File: config.mk
export PLATFORM = sky130hd
export DESIGN_NAME = cacheline_adapter
export DESIGN_NICKNAME = d
export VERILOG_FILES = /design/src/rtl/cacheline_adapter_pkg.sv /design/src/rtl/cacheline_adapter_burst_line_buffer.sv /design/src/rtl/cacheline_adapter.sv
export SDC_FILE = /design/constraint.sdc
export NUM_CORES = 1
export LEC_CHECK = 0
export ABC_AREA = 1
export BUFFER_PORTS_ARGS = -buffer_cell sky130_fd_sc_hd__buf_2
export CAP_MARGIN = 10
export CORE_AREA = 2 2 299 301
export CTS_BUF_LIST = sky130_fd_sc_hd__clkbuf_8
export CTS_CLUSTER_SIZE = 8
export DETAILED_ROUTE_END_ITERATION = 6
export DIE_AREA = 0 0 301 303
export PLACE_DENSITY = 0.5
export REMOVE_ABC_BUFFERS = 1
export SYNTH_ARGS = -nofsm -noshare
export SYNTH_HDL_FRONTEND = slang
export SYNTH_HIERARCHICAL = 1
export SYNTH_SLANG_ARGS = --single-unit
export TNS_END_PERCENT = 10
File: constraint.sdc
create_clock -name clk -period 7.5 [get_ports clk]
set_input_delay 1.5 -clock clk [delete_from_list [all_inputs] [get_ports clk]]
set_output_delay 1.5 -clock clk [all_outputs]
set_load 0.03 [all_outputs]
File: src/rtl/cacheline_adapter_pkg.sv
// Shared types and constants for the cacheline adapter.
// The top module's optional address checker is enabled with CACHELINE_ADAPTER_ADDR_CHECK_EN.
package cacheline_adapter_types;

   localparam int BEATS         = 4;
   localparam int BEAT_IDX_W    = 2;
   localparam int LINE_OFFSET_W = 5;

   typedef enum logic [2:0] {
      IDLE,
      RD_REQ,
      RD_DATA,
      RD_RESP,
      WR_DATA
   } cl_adapter_state_t;

endpackage : cacheline_adapter_types

File: src/rtl/cacheline_adapter_burst_line_buffer.sv
// One cacheline of storage shared by both directions.
// Reads assemble it beat by beat; writes load it whole and drain it beat by beat.
module burst_line_buffer #(
   parameter int LINE_WIDTH = 256,
   parameter int BEAT_WIDTH = 64,
   parameter int IDX_W      = 2
) (
   input  logic                  clk,
   input  logic                  beat_load_i,
   input  logic [IDX_W-1:0]      beat_idx_i,
   input  logic [BEAT_WIDTH-1:0] beat_data_i,
   input  logic                  line_load_i,
   input  logic [LINE_WIDTH-1:0] line_data_i,
   output logic [LINE_WIDTH-1:0] line_o,
   output logic [BEAT_WIDTH-1:0] beat_o
);

   logic [LINE_WIDTH-1:0] line_q;

   // NOTE: pure data storage carries no reset; the control FSM guarantees it is
   // fully written before any of it reaches an output.
   always_ff @(posedge clk) begin
      if (line_load_i) begin
         line_q <= line_data_i;
      end else if (beat_load_i) begin
         line_q[BEAT_WIDTH*beat_idx_i +: BEAT_WIDTH] <= beat_data_i;
      end
   end

   assign line_o = line_q;
   assign beat_o = line_q[BEAT_WIDTH*beat_idx_i +: BEAT_WIDTH];

endmodule : burst_line_buffer

File: src/rtl/cacheline_adapter.sv
// Converts whole-cacheline read/write requests into 4-beat bursts on the bmem port.
// Define CACHELINE_ADAPTER_ADDR_CHECK_EN to enable the sticky protocol error flag.
module cacheline_adapter
   import cacheline_adapter_types::*;
#(
   parameter int ADDR_WIDTH = 32,
   parameter int LINE_WIDTH = 256,
   parameter int BEAT_WIDTH = 64
) (
   input  logic                  clk,
   input  logic                  rst_n,
   input  logic [ADDR_WIDTH-1:0] ufp_addr,
   input  logic                  ufp_read,
   input  logic                  ufp_write,
   input  logic [LINE_WIDTH-1:0] ufp_wdata,
   output logic                  ufp_ready,
   output logic [ADDR_WIDTH-1:0] ufp_raddr,
   output logic [LINE_WIDTH-1:0] ufp_rdata,
   output logic                  ufp_rvalid,
   output logic [ADDR_WIDTH-1:0] bmem_addr,
   output logic                  bmem_read,
   output logic                  bmem_write,
   output logic [BEAT_WIDTH-1:0] bmem_wdata,
   input  logic                  bmem_ready,
   input  logic [ADDR_WIDTH-1:0] bmem_raddr,
   input  logic [BEAT_WIDTH-1:0] bmem_rdata,
   input  logic                  bmem_rvalid,
   output logic                  err
);

   cl_adapter_state_t     state_q, state_d;
   logic [BEAT_IDX_W-1:0] cnt_q, cnt_d;
   logic [ADDR_WIDTH-1:0] addr_q, addr_d;
   logic [ADDR_WIDTH-1:0] line_addr;
   logic                  last_beat;
   logic                  beat_load;
   logic                  line_load;
   logic [LINE_WIDTH-1:0] buf_line;
   logic [BEAT_WIDTH-1:0] buf_beat;

   assign line_addr = {ufp_addr[ADDR_WIDTH-1:LINE_OFFSET_W], {LINE_OFFSET_W{1'b0}}};
   assign last_beat = (cnt_q == BEAT_IDX_W'(BEATS - 1));

   // NOTE: sequential state uses non-blocking assignments only, so every
   // register samples its pre-edge value regardless of block ordering.
   always_ff @(posedge clk or negedge rst_n) begin
      if (!rst_n) begin
         state_q <= IDLE;
         cnt_q   <= '0;
         addr_q  <= '0;
      end else begin
         state_q <= state_d;
         cnt_q   <= cnt_d;
         addr_q  <= addr_d;
      end
   end

   // All outputs decode from the registered state, so an async reset drops them at once.
   always_comb begin
      // NOTE: every signal gets a default first; a path that forgot one would infer a latch.
      state_d    = state_q;
      cnt_d      = cnt_q;
      addr_d     = addr_q;
      beat_load  = 1'b0;
      line_load  = 1'b0;
      ufp_ready  = 1'b0;
      ufp_rvalid = 1'b0;
      ufp_raddr  = '0;
      ufp_rdata  = '0;
      bmem_addr  = '0;
      bmem_read  = 1'b0;
      bmem_write = 1'b0;
      bmem_wdata = '0;

      unique case (state_q)
         IDLE: begin
            ufp_ready = 1'b1;
            if (ufp_write) begin
               addr_d    = line_addr;
               line_load = 1'b1;
               cnt_d     = '0;
               state_d   = WR_DATA;
            end else if (ufp_read) begin
               addr_d  = line_addr;
               cnt_d   = '0;
               state_d = RD_REQ;
            end
         end

         RD_REQ: begin
            bmem_read = 1'b1;
            bmem_addr = addr_q;
            if (bmem_ready) begin
               state_d = RD_DATA;
            end
         end

         RD_DATA: begin
            bmem_addr = addr_q;
            if (bmem_rvalid) begin
               beat_load = 1'b1;
               cnt_d     = cnt_q + 1'b1;
               if (last_beat) begin
                  state_d = RD_RESP;
               end
            end
         end

         RD_RESP: begin
            ufp_rvalid = 1'b1;
            ufp_raddr  = addr_q;
            ufp_rdata  = buf_line;
            state_d    = IDLE;
         end

         WR_DATA: begin
            bmem_write = 1'b1;
            bmem_addr  = addr_q;
            bmem_wdata = buf_beat;
            if (bmem_ready) begin
               cnt_d = cnt_q + 1'b1;
               if (last_beat) begin
                  state_d = IDLE;
               end
            end
         end

         default: begin
            state_d = IDLE;
         end
      endcase
   end

   burst_line_buffer #(
      .LINE_WIDTH (LINE_WIDTH),
      .BEAT_WIDTH (BEAT_WIDTH),
      .IDX_W      (BEAT_IDX_W)
   ) u_line_buf (
      .clk         (clk),
      .beat_load_i (beat_load),
      .beat_idx_i  (cnt_q),
      .beat_data_i (bmem_rdata),
      .line_load_i (line_load),
      .line_data_i (ufp_wdata),
      .line_o      (buf_line),
      .beat_o      (buf_beat)
   );

`ifdef CACHELINE_ADAPTER_ADDR_CHECK_EN
   logic err_q;
   logic err_set;

   // A mismatched beat is still stored; the flag only records that it happened.
   always_comb begin
      err_set = 1'b0;
      if ((state_q == RD_DATA) && bmem_rvalid && (bmem_raddr != addr_q)) begin
         err_set = 1'b1;
      end
      if ((state_q == IDLE) && ufp_read && ufp_write) begin
         err_set = 1'b1;
      end
   end

   always_ff @(posedge clk or negedge rst_n) begin
      if (!rst_n) begin
         err_q <= 1'b0;
      end else begin
         err_q <= err_q | err_set;
      end
   end

   assign err = err_q;
`else
   logic unused_raddr;

   assign unused_raddr = ^bmem_raddr;
   assign err          = 1'b0;
`endif

endmodule : cacheline_adapter

==> out/qor.txt <==
Run status -> completed
Yosys warning count -> 6
Final setup vio count -> 0
Final WL -> 97.3 mm
Achievable frequency -> 0.198 GHz
Area of the multi-input gates -> 8550 sq um
Height of the die -> 303 microns
Area added between synthesis and finish -> 28.0%
Final period util -> 67.4%
Proportion of synthesized chip area in sequential cells -> 42.1%
TritonCTS clock tree -> yes
Highest ir drop seen on vdd -> 0.000218 V
Worst slack at placement -> 3.03 ns
Required time reported for the critical path endpoint -> 6.00 ns
DIE AREA -> 91200 sq um
Post-Synthesis Cell Area -> 20200 sq um
Reg-to-reg slack, setup -> 3.53 ns
Crit path buf inv count -> 3
Normalized max-slew margin -> 23.5%
Largest net degree at the start of global routing -> 154
Critical path's top delay family -> simple AND/OR/NAND/NOR gates
Routed via count divided by cell count -> 4.40
Count of buffers from port buffering -> 730
Setup TNS -> 0 ns
Number of clock buffers inserted by TritonCTS -> 57
GR Util All Layers -> 20.3%
Post-synthesis instance total -> 3063
Actual transition at the worst max-transition pin -> 1.14 ns
Max Slew Vio Count -> 0
Reg2Reg Capture Point -> u_line_buf/line_o[31]$_DFFE_PP_
Aggregate global routing overflow -> 0
GP Congestion -> 0.861
Root buffer cell -> sky130_fd_sc_hd__clkbuf_8
Share of final-layout standard cells stronger than drive strength 1 -> 24.6%
Via count of the first global-routing pass -> 20300
R2R depth -> 8
Crit Path Category -> register to output pin
Kind of path behind the tightest hold check -> register to register
Worst hold path cell count -> 2
Deepest clock path buffer count -> 3
Cts hold-fix bufs -> 0
Count of non-filler cells in the finished layout -> 4919
Power Density -> 349 nW/um^2
Worst-Skew Late Latency -> 0.67 ns
Pleak -> 14.7 nW
Biggest cell delay along the critical path -> 0.65 ns
Share of flip-flops with an asynchronous set or reset after synthesis -> 11.1%
Number of hold violations in the final report -> 0
R2R Path Start -> cnt_q[1]$_DFFE_PN0P_
Number of antenna violations at the first check in global routing -> 16
Vias post-DR -> 21700
Category of the worst setup path capture point -> output pin
Number of placed instances, taps included -> 4801
Remaining design rule violation count -> 0
Max capacitance violation total -> 0
Critical-path top delay cell -> sky130_fd_sc_hd__buf_4
Sequential cell area in the final layout -> 8500 sq um
Post-synth EDFFs -> 256
Post-DP HPWL -> 64.5 mm
Count of unique library cells instantiated by Yosys -> 25
Type of origin of the critical path -> register
Clock tree sinks -> 288
Clk pin slew, worst setup/hold paths -> 0.06 ns
Average detailed-routed wire length per instance -> 19.8 microns
First-pass GRT wire length -> 136 mm
Number of top-level pins -> 779
# fillers -> 10000
Final #Nets -> 4091
Standard-cell rows -> 109
Post-CTS setup-driven buffer insertion count -> 0
Pre-Repair DR Iteration Count -> 5
Remaining antenna violation count after routing -> 0
Post-layout minimum cycle time -> 5.05 ns
Synthesized area per cell -> 6.59 sq um
Maximum fanout count along the critical path -> 35
Dominant register cell in the synthesized netlist -> sky130_fd_sc_hd__edfxtp_1
Yosys top cell by area -> sky130_fd_sc_hd__edfxtp_1
Chip Width -> 301 microns
Worst Hold Endpoint -> addr_q[22]$_DFFE_PN0P_
Post-synthesis sequential element count -> 288
Top-area cell type share of the netlist area -> 38.1%
Cell types occupying the most area after synthesis -> sky130_fd_sc_hd__edfxtp_1, sky130_fd_sc_hd__nand2_1, sky130_fd_sc_hd__inv_1
Starting density of the core -> 22.9%
Area of the core -> 88000 sq um
RSZ-0062 raised after global routing -> false
Resized Gates After CTS -> 0
CP arrival -> 3.55 ns
Maximum level of the CTS H-tree -> 2
Worst Slack Setup Final -> 2.45 ns
DRT iter0 DRCs -> 1698
Hold path startpoint -> addr_q[22]$_DFFE_PN0P_
Setup skew after layout -> 0.0249 ns
CP cell instances -> nor2_1 -> nand2_4 -> buf_4 -> nand3_2 -> nand2_1 -> inv_1 -> buf_2
[cell usage in the layout (no fill, tap or decap), drive strengths merged, types with 21 or more instances in the layout]
master  count
edfxtp    256
nand2    1045
or2        64
dfrtp      32
inv       631
clkinv     21
buf       763
o21ai      47
nor2      461
nand3b    107
clkbuf     61
a21oi      28
nand3     205
[worst max path at each step]
| stage | from | end | slack, ns | cells after the start |
|---|---|---|---|---|
| detailed placement | state_q[1]$_DFFE_PN0P_ | bmem_addr[18] | 3.03 | 7 |
| finish | state_q[1]$_DFFE_PN0P_ | bmem_addr[18] | 2.45 | 7 |
| global route | state_q[1]$_DFFE_PN0P_ | bmem_addr[31] | 2.10 | 7 |
| global placement | state_q[1]$_DFFE_PN0P_ | bmem_addr[26] | 3.03 | 7 |
| CTS | state_q[1]$_DFFE_PN0P_ | bmem_addr[18] | 2.27 | 7 |
| floorplan | cnt_q[0]$_DFFE_PN0P_ | u_line_buf/line_o[0]$_DFFE_PP_ | -4.00 | 4 |
[synth_stat cells (6+ instances only)]
master and number:
sky130_fd_sc_hd__ha_1 6, sky130_fd_sc_hd__edfxtp_1 256, sky130_fd_sc_hd__nand3b_1 107, sky130_fd_sc_hd__o21ai_0 46
sky130_fd_sc_hd__buf_6 8, sky130_fd_sc_hd__buf_2 105, sky130_fd_sc_hd__buf_4 19, sky130_fd_sc_hd__nand3_1 204
sky130_fd_sc_hd__clkbuf_1 64, sky130_fd_sc_hd__inv_1 606, sky130_fd_sc_hd__or2_2 64, sky130_fd_sc_hd__nand2_1 1043
sky130_fd_sc_hd__dfrtp_1 32, sky130_fd_sc_hd__nor2_1 456, sky130_fd_sc_hd__a21oi_1 28
[cells by family (layout without fill, tap and decap cells)]
logic type	Yosys count	in the layout	synth area share (%)
buf+inv	808	1478	16.3
other cells	1	22	0.0186
compound gates	76	76	1.92
fa+ha+maj	6	6	0.372
simple gates	1884	1884	39.3
flops	288	288	42.1
[power by group]
group / switching [mW] / internal (mW) / leakage [nW]
registers: 0.287 / 2.45 / 2.83
clock network: 0.782 / 0.777 / 0.621
logic: 3.55 / 1.17 / 11.3
[state kept, by name (all words and copies together), names as in the netlist]
| signal | flops |
|---|---|
| cnt_q | 2 |
| state_q | 3 |
| u_line_buf/line_o | 256 |
| addr_q | 27 |
[per-layer routing]
layer	vias to the layer above	track usage (%)	wire length (microns)	share of wire (%)
li1	10400	-	-	-
met1	10200	26.3	40800	42
met2	913	34.8	46800	48
met3	146	3.31	7170	7.4
met4	10	5.92	2520	2.6
met5	-	0	61	0.063
[tightest hold or removal path: cells and delay by family, from the launching register on]
family	cells	cell delay [ns]
flip-flops	1	0.37
buffers and inverters	1	0.07
AO/OA/AOI/OAI	1	0.05
[stage by stage]
stage | utilization [%] | hold WS [ns] | instance area (sq um) | power (mW)
after floorplan | - | 0.507 | 19200 | 5.76
after global placement | 28.1 | 0.522 | 24700 | 7.48
after detailed placement | 28.1 | 0.528 | 24800 | 7.52
after CTS | 29.3 | 0.537 | 25800 | 9.11
after global routing | 29.4 | 0.563 | 25800 | 9.65
final | 29.4 | 0.534 | 25800 | 9.02
[final cells by class]
class	count	share of cell area [%]
Clock inverter	46	0.804
Inverter	608	8.91
Multi-Input combinational cell	1977	33.1
Timing Repair Buffer	763	15.3
Antenna cell	11	0.107
Clock buffer	61	3.25
Sequential cell	288	32.9
Tap cell	1165	5.64
Power figures use the tool's default switching activity.
